==> config.mk <==
export PLATFORM = sky130hd
export DESIGN_NAME = adder_result_sink
export DESIGN_NICKNAME = d
export VERILOG_FILES = /design/src/rtl/adder_sink_pkg.sv /design/src/rtl/adder_sink_fifo.sv /design/src/rtl/adder_result_sink.sv
export SDC_FILE = /design/constraint.sdc
export NUM_CORES = 1
export LEC_CHECK = 0
export CAP_MARGIN = 20
export CELL_PAD_IN_SITES_DETAIL_PLACEMENT = 0
export CELL_PAD_IN_SITES_GLOBAL_PLACEMENT = 1
export CORE_MARGIN = 2
export CORE_UTILIZATION = 43
export DETAILED_ROUTE_END_ITERATION = 16
export HOLD_SLACK_MARGIN = 0.05
export PLACE_DENSITY_LB_ADDON = 0.1
export SETUP_SLACK_MARGIN = 0.1
export SKIP_LAST_GASP = 1
export SYNTH_ARGS = -nofsm -noshare
export SYNTH_HDL_FRONTEND = slang
export SYNTH_SLANG_ARGS = --single-unit
==> constraint.sdc <==
create_clock -name clk -period 2.4 [get_ports clk]
set_clock_uncertainty 0.05 [all_clocks]
set_input_delay 0.48 -clock clk [delete_from_list [all_inputs] [get_ports clk]]
set_output_delay 0.48 -clock clk [all_outputs]
set_load 0.01 [all_outputs]
==> src/rtl/adder_sink_pkg.sv <==
// rtl/adder_sink_pkg.sv - shared result type and default sizing for the adder result sink
package adder_sink_pkg;

  localparam int RES_W     = 9;
  localparam int DEF_LAT   = 5;
  localparam int DEF_DEPTH = 4;
  localparam int DEF_ACC_W = 16;

  typedef logic [RES_W-1:0] result_t;

endpackage

==> src/rtl/adder_sink_fifo.sv <==
// rtl/adder_sink_fifo.sv - synchronous result FIFO with occupancy count and registered storage
module adder_sink_fifo
  import adder_sink_pkg::*;
#(
  parameter int DEPTH = DEF_DEPTH,
  localparam int AW   = $clog2(DEPTH)
) (
  input  logic    clk,
  input  logic    rst,
  input  logic    push,
  input  logic    pop,
  input  result_t wdata,
  output logic    full,
  output logic    empty,
  output logic [AW:0] level,
  output result_t head
);

  result_t       mem [DEPTH];
  logic [AW-1:0] wr_ptr;
  logic [AW-1:0] rd_ptr;
  logic [AW:0]   count;
  logic          do_push;
  logic          do_pop;

  assign full  = (count == (AW+1)'(DEPTH));
  assign empty = (count == '0);
  assign level = count;

  // A push into a full FIFO is only legal when the head leaves in the same edge.
  assign do_pop  = pop & ~empty;
  assign do_push = push & (~full | do_pop);

  // Head reads as zero while empty so the output never shows stale storage.
  assign head = empty ? '0 : mem[rd_ptr];

  always_ff @(posedge clk) begin
    if (do_push) begin
      mem[wr_ptr] <= wdata;
    end
  end

  always_ff @(posedge clk) begin
    if (rst) begin
      wr_ptr <= '0;
      rd_ptr <= '0;
      count  <= '0;
    end else begin
      if (do_push) begin
        wr_ptr <= wr_ptr + 1'b1;
      end
      if (do_pop) begin
        rd_ptr <= rd_ptr + 1'b1;
      end
      case ({do_push, do_pop})
        2'b10:   count <= count + 1'b1;
        2'b01:   count <= count - 1'b1;
        default: count <= count;
      endcase
    end
  end

endmodule

==> src/rtl/adder_result_sink.sv <==
// rtl/adder_result_sink.sv - captures pipelined adder results via a token delay line into a credited FIFO
// Optional accumulator of popped results: ADDER_SINK_ACCUM_EN
module adder_result_sink
  import adder_sink_pkg::*;
#(
  parameter int LAT   = DEF_LAT,
  parameter int DEPTH = DEF_DEPTH,
`ifdef ADDER_SINK_ACCUM_EN
  parameter int ACC_W = DEF_ACC_W,
`endif
  localparam int LW   = $clog2(DEPTH) + 1
) (
  input  logic             clk,
  input  logic             rst,
  input  logic             issue_valid,
  input  logic             cout,
  input  logic [7:0]       sum,
  output logic             issue_ok,
  output logic             out_valid,
  input  logic             out_ready,
  output logic [RES_W-1:0] out_data,
  output logic [LW-1:0]    level,
  output logic             overflow
`ifdef ADDER_SINK_ACCUM_EN
  ,
  input  logic             acc_clear,
  output logic [ACC_W-1:0] acc_value
`endif
);

  localparam int IW = $clog2(LAT + 1);

  logic [LAT-1:0] tokens;
  logic [IW-1:0]  inflight;
  logic           cap;
  logic           pop;
  logic           push;
  logic           full;
  logic           empty;
  result_t        head;

  assign cap = tokens[LAT-1];

  // Each token marks the edge at which its result is stable on {cout,sum}.
  always_ff @(posedge clk) begin
    if (rst) begin
      tokens <= '0;
    end else begin
      tokens[0] <= issue_valid;
      for (int i = 1; i < LAT; i++) begin
        tokens[i] <= tokens[i-1];
      end
    end
  end

  always_ff @(posedge clk) begin
    if (rst) begin
      inflight <= '0;
    end else begin
      case ({issue_valid, cap})
        2'b10:   inflight <= inflight + 1'b1;
        2'b01:   inflight <= inflight - 1'b1;
        default: inflight <= inflight;
      endcase
    end
  end

  // Credit uses registered state only; a pop this cycle frees space next cycle.
  assign issue_ok = (int'(level) + int'(inflight)) < DEPTH;

  assign pop  = out_valid & out_ready;
  assign push = cap & (~full | pop);

  adder_sink_fifo #(
    .DEPTH (DEPTH)
  ) u_fifo (
    .clk   (clk),
    .rst   (rst),
    .push  (push),
    .pop   (pop),
    .wdata ({cout, sum}),
    .full  (full),
    .empty (empty),
    .level (level),
    .head  (head)
  );

  assign out_valid = ~empty;
  assign out_data  = head;

  always_ff @(posedge clk) begin
    if (rst) begin
      overflow <= 1'b0;
    end else if (cap & full & ~pop) begin
      overflow <= 1'b1;
    end
  end

`ifdef ADDER_SINK_ACCUM_EN
  always_ff @(posedge clk) begin
    if (rst || acc_clear) begin
      acc_value <= '0;
    end else if (pop) begin
      acc_value <= acc_value + ACC_W'(out_data);
    end
  end
`endif

endmodule

# After elaboration in Yosys (flattened, before gate mapping)
# Memories as Yosys holds them, arrays and structs flattened. A register that Yosys moved wholly into a read port is not among the register bits.
# Cells that the tools add are included.
# totals
register_bits	16
latch_bits	0
ram_bits	36
romBits	0
input_bits	13
output_inout_bits	15
word_cells	41
memories	1
# mem_list
name	depth	width	rd	rd_clocked_by_memory_dff	wr	line_no	source
u_fifo.mem	4	9	1	1	1	adder_sink_fifo.sv:19	result_t mem [DEPTH];
# classes
add_sub_neg	7
multipliers	0
div	0
n_lt_le_gt_ge	1
n_eq_ne	5
shifts	0
mux	7
bitwise_logic	11
reduce_logical	3
# ops
op	count
case mux 3 bit (2 select lines)	2
2-to-1 mux 9 bit	1
adder 3 x 1 -> 3 bit, second input constant	2
bitwise AND 1 bit	6
subtractor 3 x 1 -> 3 bit, second input constant	2
adder 2 x 1 -> 2 bit, second input constant	2
adder 3 x 3 -> 4 bit	1
== test 2 x 1 -> 1 bit, second input constant	2
== test 2 bit, second input constant	2
< comparator 4 x 3 -> 1 bit, second input constant	1
2-to-1 mux 2 bit	2
nonzero test 2 bit	2
== test 3 bit, second input constant	1
logical NOT 3 bit	1
inverter 1 bit	3
2-to-1 mux 1 bit	2
OR 1 bit	2

# Depth between registers and ports, before layout
# Gate-level depths: netlist (run 1).
# logic_depth
word_depth	8
ltp_mapped	9
ltp_nobuf	9

# Modules after synthesis
# From an unflattened synthesis (run 1), not the netlist that was laid out.
# unflattened
hier_cells	160
area_unflattened_um2	2361.0
# by_module_without_submodules
mod	n_inst	cells_each	area_each_um2	seq_area_each_um2
adder_sink_fifo	1	124	1991.9	1261.2
adder_result_sink	1	36	369.1	180.2

# Least setup slack after synthesis (run 1)
# OpenSTA, ideal clock, no wires.
# synth_path
path_type	input port to flip-flop
start	in out_ready
end	reg u_fifo.count[2], in the netlist u_fifo.level[2]
setup_ns	0.070
arrival_time_ns	2.038
required_time_ns	2.280
path_slack_ns	0.242
cell_stages	9
path_buffers	0
path_cell_list	nor4b_4 nor2b_4 inv_1 ha_1 inv_1 fa_1 xor2_1 or3_1 a21oi_1
# synth_between
elab_chain_len	6
word_cells_on_any_way	10
classes_between	eq/ne (2); mux (1); bitwise (6); reduce/logical (1)
# synth_lines
element	line_no	source
start: declaration	adder_result_sink.sv:20	input logic out_ready,
bitwise AND 1 bit *	adder_result_sink.sv:71	assign pop = out_valid & out_ready;
OR 1 bit or bitwise AND 1 bit (tied branches)	adder_result_sink.sv:72, adder_sink_fifo.sv:31	
bitwise AND 1 bit or OR 1 bit (tied branches)	adder_result_sink.sv:72, adder_sink_fifo.sv:32	
bitwise AND 1 bit	adder_sink_fifo.sv:32	assign do_push = push & (~full | do_pop);
== test 2 x 1 -> 1 bit or == test 2 bit (tied branches)	adder_sink_fifo.sv:55	case ({do_push, do_pop})
case mux 3 bit (2 select lines) or nonzero test 2 bit (tied branches)	-	
end signal: assignment	adder_sink_fifo.sv:56	2'b10: count <= count + 1'b1;
end signal: assignment	adder_sink_fifo.sv:57	2'b01: count <= count - 1'b1;
end signal: assignment	adder_sink_fifo.sv:58	default: count <= count;
end: declaration	adder_sink_fifo.sv:22	logic [AW:0] count;
# Mark *: on every way between the ends. The rest lies on a longest branch, timed or not.
# A chain may end at the register's enable or synchronous reset.

# Worst setup path in the final report (run 1)
# layout_path
start	reg u_fifo.count[1], in the netlist u_fifo.level[1]
end	out out_valid
# layout_between
elab_chain_len	2
# layout_lines
element	line_no	source
logical NOT 3 bit	adder_sink_fifo.sv:27	assign empty = (count == '0);
inverter 1 bit	adder_result_sink.sv:88	assign out_valid = ~empty;
end: declaration	adder_result_sink.sv:19	output logic out_valid,
# Every way passes these cells.

==> results of run 1 <==
## worst paths after layout
path	start	endpoint	slack (ns)	depth (start not counted)
setup / recovery	u_fifo.level[1]	out_valid	0.14	5
hold / removal	tokens[2]	tokens[3]	0.40	1
setup reg to reg	u_fifo.level[0]	u_fifo.level[2]	0.25	9
hold reg to reg	tokens[2]	tokens[3]	0.40	1
## power breakdown
part | leakage, nW | total, mW | switching [mW] | internal (mW)
combinational | 0.476 | 0.0922 | 0.0408 | 0.0514
clock | 0.0399 | 0.459 | 0.264 | 0.195
sequential | 0.472 | 1.00 | 0.00700 | 0.997
total | 0.988 | 1.56 | 0.311 | 1.24
## layout make-up
class                           instances  share of cell area [%]
Clock inverter                          2                   0.361
Inverter                               12                    1.62
Sequential cell                        54                    52.2
Clock buffer                            5                    2.48
Timing Repair Buffer                   40                    14.1
Multi-Input combinational cell         76                    26.0
Tap cell                               70                    3.16
## critical path: cells and delay by family, from the launching register on
| kind | cells | cell delay [ns] |
|---|---|---|
| flops | 1 | 0.36 |
| simple gates | 1 | 0.22 |
| buf+inv | 4 | 0.85 |
## metal layers
| metal | share of wire, % | GRT usage, % |
|---|---|---|
| met1 | 43 | 16.2 |
| met2 | 52 | 23.4 |
| met3 | 3.9 | 4.05 |
| met4 | 1.2 | 4.36 |
| met5 | 0 | 0 |
## timing repair
item	in CTS	in global routing
buffers inserted	0	2
gates resized for setup	15	6
cloned	0	2
pin swaps	1	1
endpoints found under the setup margin	12	5
## placed cells by master (no fill, tap or decap), types with 6 or more instances in the layout
| cell type | netlist | final |
|---|---|---|
| nor2b_1 | 13 | 13 |
| ha_1 | 8 | 8 |
| buf_4 | 0 | 10 |
| inv_1 | 12 | 12 |
| nor2_1 | 12 | 12 |
| mux4_2 | 9 | 9 |
| dlygate4sd2_1 | 0 | 8 |
| clkdlybuf4s50_1 | 0 | 16 |
| a21oi_1 | 6 | 6 |
| edfxtp_1 | 36 | 36 |
| dfxtp_1 | 18 | 14 |
## sequential cells by signal, summed over array words and instances, names as in the netlist, named ones only
signal	count
u_fifo.rd_ptr	2
overflow	1
u_fifo.wr_ptr	2
tokens	5
u_fifo.level	3
u_fifo.mem	36
inflight	3
## logic make-up (layout without fill, tap and decap cells)
logic type | after synthesis | count (layout) | share of synthesized area [%]
AND/OR/NAND/NOR | 40 | 40 | 11.1
buffers and inverters | 17 | 59 | 3.32
AO/OA/AOI/OAI | 10 | 10 | 2.36
adder cells (fa/ha/maj) | 10 | 10 | 6.30
multiplexers | 11 | 11 | 10.2
flip-flops | 54 | 54 | 64.8
XOR/XNOR | 5 | 5 | 1.97
## through the flow
step	instances	utilization, %	setup slack [ns]	setup TNS, ns
detailed placement	248	52.3	-0.271	-0.303
CTS	255	53.7	0.102	0
floorplan	147	-	0.242	0
global route	259	55.0	0.0643	0
finish	259	55.0	0.137	0
global placement	248	52.3	-0.221	-0.221
==> impl_metrics.json, run 1 <==
{
  "required_ns": 1.87,
  "vias": 1234,
  "cts_buffers": 5,
  "antenna_found_initial": 0,
  "p_per_area_mw_per_mm2": 561,
  "synth_commonest_cells": "edfxtp_1, dfxtp_1, nor2b_1, inv_1, nor2_1",
  "grt_pass1_vias": 1240,
  "syn_area_mm2": 0.00223,
  "cts_tree": "yes",
  "synth_cells": 147,
  "insertion_delay_ns": 0.30,
  "die_h_um": 75.9,
  "max_clock_freq_mhz": 442,
  "finalSetupViolations": 0,
  "drc_errors": 0,
  "relSlewSlack_pct": 81.1,
  "synthMostInstantiatedCell": "edfxtp_1",
  "place_congestion": 0.763,
  "p_leak_nw": 0.988,
  "p_total_mw": 1.56,
  "multi_input_area_um2": 722,
  "clkTransAtPathRegs_ns": 0.09,
  "crit_path_max_fanout": 5,
  "path_cells": "buf_4 -> nor3_2 -> buf_4 -> inv_1 -> clkdlybuf4s50_1",
  "wirelength_um": 3770,
  "yosys_warnings": 0,
  "post-route-min-period_ns": 2.26,
  "syn_to_final_growth_pct": 24.6,
  "regArea_mm2": 0.00145,
  "rows": 26,
  "seq_area_frac_synth_pct": 64.8,
  "layout-drive-gt1-share_pct": 22.2,
  "slowest_stage": "clkdlybuf4s50_1",
  "hold_buffers": 0,
  "coreArea_mm2": 0.00504,
  "grt_usage_pct": 13.5,
  "timing.hold.ws_ns": 0.405,
  "drv_cap": 0,
  "placed_area_mm2": 0.00264,
  "n_fill_cell": 431,
  "worstSetupPathType": "reg -> out",
  "synth_top_cell_by_area": "edfxtp_1",
  "ys_seq_elements": 54,
  "slowest_delay_ns": 0.47,
  "cts_buffer_depth": 2,
  "die_area_mm2": 0.00577,
  "synth_top_area_share_pct": 48.6,
  "post-route-period-util_pct": 94.3,
  "design_area_mm2": 0.00277,
  "syn-num-nets": 170,
  "drtAntennaViolNets": 0,
  "ys.flop_type": "edfxtp_1",
  "nNetsFinal": 212,
  "dp.final_hpwl_um": 2580,
  "drtIter0Drc": 24,
  "rsz0062_at_grt": "yes",
  "synth.distinct_cells": 28,
  "synth_edf_count": 36,
  "synthArstFlopShare_pct": 0,
  "via_per_inst": 4.76,
  "initial_core_util_pct": 44.1,
  "timing.critical_path.mode_cell": "buf_4",
  "syn_avg_cell_area_um2": 15.1,
  "status": "finished, final reports clean",
  "crit_arrival_ns": 1.73,
  "dr.pass1.iters": 4,
  "cts.sinks": 54,
  "startpoint_type": "flop",
  "slew_violations": 0,
  "io_pins": 28,
  "grt_max_degree": 16,
  "synth_area_leaders": "edfxtp_1, dfxtp_1, mux4_2",
  "worstSetupEndpointType": "output port",
  "ir_drop_uv": 259,
  "die_w_um": 75.9,
  "tightest_slew_ns": 0.282,
  "grt_pass1_wl_um": 5960,
  "port_buffers": 27,
  "wl_per_cell_um": 14.6,
  "finalHoldViolCount": 0,
  "hp-class": "reg -> reg",
  "grt_overflow": 0,
  "root_buffer": "clkbuf_8",
  "diodes": 0,
  "ctsHtreeMaxLevel": 2
}
(Power assumes the default switching activity.)
==> run 2: changes to the inputs <==
- DONT_BUFFER_PORTS: unset -> 1
==> impl_metrics.json, run 2 (same netlist as run 1, synthesis figures left out) <==
{
  "cts_buffers": 5,
  "cts_tree": "yes",
  "timing.critical_path.mode_cell": "inv_1",
  "cp_num_buf_inv": 2,
  "layout-drive-gt1-share_pct": 20.9,
  "crit_path_max_fanout": 2,
  "crit_arrival_ns": 2.35,
  "antenna_found_initial": 0,
  "place_congestion": 0.705,
  "finalHoldViolCount": 0,
  "relSlewSlack_pct": 67.8,
  "root_buffer": "clkbuf_8",
  "slowest_delay_ns": 0.37,
  "rows": 26,
  "diodes": 0,
  "die_area_mm2": 0.00577,
  "p_leak_nw": 0.852,
  "slew_violations": 0,
  "p_per_area_mw_per_mm2": 698,
  "largestRegisters": "u_fifo.mem x36, tokens x5",
  "insertion_delay_ns": 0.30,
  "status": "finished, final reports clean",
  "p_total_mw": 1.74,
  "final_common_cell": "edfxtp_1",
  "grt_overflow": 0,
  "grt_max_degree": 20,
  "io_pins": 28,
  "worstSetupPathType": "reg -> reg",
  "worstSetupEndpointType": "flop",
  "ctsHtreeMaxLevel": 2,
  "hp-class": "in -> reg",
  "finalSetupViolations": 0,
  "drtAntennaViolNets": 0,
  "syn_to_final_growth_pct": 11.8,
  "layout_common_cells": "edfxtp_1, dfxtp_1, nor2b_1, inv_1, nor2_1",
  "cts.sinks": 54,
  "postLayoutCoreUtil_pct": 49.4,
  "tightest_slew_ns": 0.482,
  "placed_area_mm2": 0.00233,
  "max_clock_freq_mhz": 462,
  "regMostFlops": "u_fifo.mem",
  "slowest_stage": "fa_1",
  "port_buffers": 0,
  "design_area_mm2": 0.00249,
  "initial_core_util_pct": 44.1,
  "rsz0062_at_grt": "no",
  "die_w_um": 75.9,
  "grt_pass1_vias": 1138,
  "vias": 1120,
  "cp_top_family": "simple AND/OR/NAND/NOR gates",
  "post-route-period-util_pct": 90.1,
  "path_cells": "nor4b_4 -> nor2b_4 -> inv_1 -> ha_1 -> inv_1 -> fa_1 -> xor2_1 -> or3_1 -> a21oi_1",
  "startpoint_type": "flop",
  "via_per_inst": 4.91,
  "drv_cap": 0,
  "cts_buffer_depth": 2,
  "n_fill_cell": 453,
  "coreArea_mm2": 0.00504,
  "clkTransAtPathRegs_ns": 0.09,
  "drtIter0Drc": 43,
  "required_ns": 2.58,
  "drc_errors": 0,
  "nNetsFinal": 180,
  "grt_pass1_wl_um": 5710,
  "largest_reg_flops": 36,
  "post-route-min-period_ns": 2.16,
  "die_h_um": 75.9,
  "hold_buffers": 0,
  "ir_drop_uv": 298,
  "setup-tns-final_ns": 0,
  "dp.final_hpwl_um": 2420,
  "grt_usage_pct": 13.3,
  "dr.pass1.iters": 4,
  "wl_per_cell_um": 15.7,
  "wirelength_um": 3570
}
run 2: cell types whose count changed in the layout (fill, tap and decap cells not counted), sizes merged, moves of 3 or more:
cell and delta:
clkdlybuf4s15 -4, buf -3, dlygate4sd2 -8, clkdlybuf4s50 -16
run 2: metal layers:
metal	up-vias	track usage (%)	wire [µm]
met5	-	0	0
met4	0	4.91	52
met3	5	4.76	197
met2	30	23.7	1850
met1	550	14.5	1470
li1	535	-	-
run 2: worst register-to-register path, stage by stage, from the launching register on:
cell and delay [ns]:
dfxtp_1 0.34, nor4b_4 0.36, nor2b_4 0.07, inv_1 0.06
ha_1 0.17, inv_1 0.06, fa_1 0.37, xor2_1 0.15
or3_1 0.30, a21oi_1 0.16
run 2: final timing paths:
check | startpoint | end | slack [ns] | cells past startpoint
hold / removal | rst | tokens[0] | 0.18 | 1
hold reg to reg | tokens[0] | tokens[1] | 0.39 | 1
setup reg to reg | u_fifo.level[0] | u_fifo.level[2] | 0.24 | 9
setup / recovery | u_fifo.level[0] | u_fifo.level[2] | 0.24 | 9
run 2: report_power, final:
group          internal (mW)  switching (mW)
clock network          0.403           0.281
logic                 0.0223          0.0258
registers              0.998         0.00589
total                   1.42           0.313
run 2: final cells by class:
class | count | area (µm²) | share of cell area (%)
flip-flops and latches | 54 | 1440 | 57.9
multi-input cells | 76 | 717 | 28.8
clock buffers | 7 | 108 | 4.32
well taps | 70 | 87.6 | 3.52
repair buffers | 8 | 60.1 | 2.41
inverters | 12 | 45.0 | 1.81
clock inverters | 1 | 30.0 | 1.21
run 2: timing repair:
item / in CTS / in global routing
gates resized for setup: 0 / 1
setup buffers: 0 / 2
endpoints found under the setup margin: 0 / 2
run 2: stage by stage:
step,hold WS [ns],setup WS (ns),cells
floorplan,0.364,0.242,147
global placement,0.371,0.169,218
detailed placement,0.375,0.0641,218
CTS,0.169,0.140,226
global route,0.159,0.117,228
finish,0.181,0.237,228
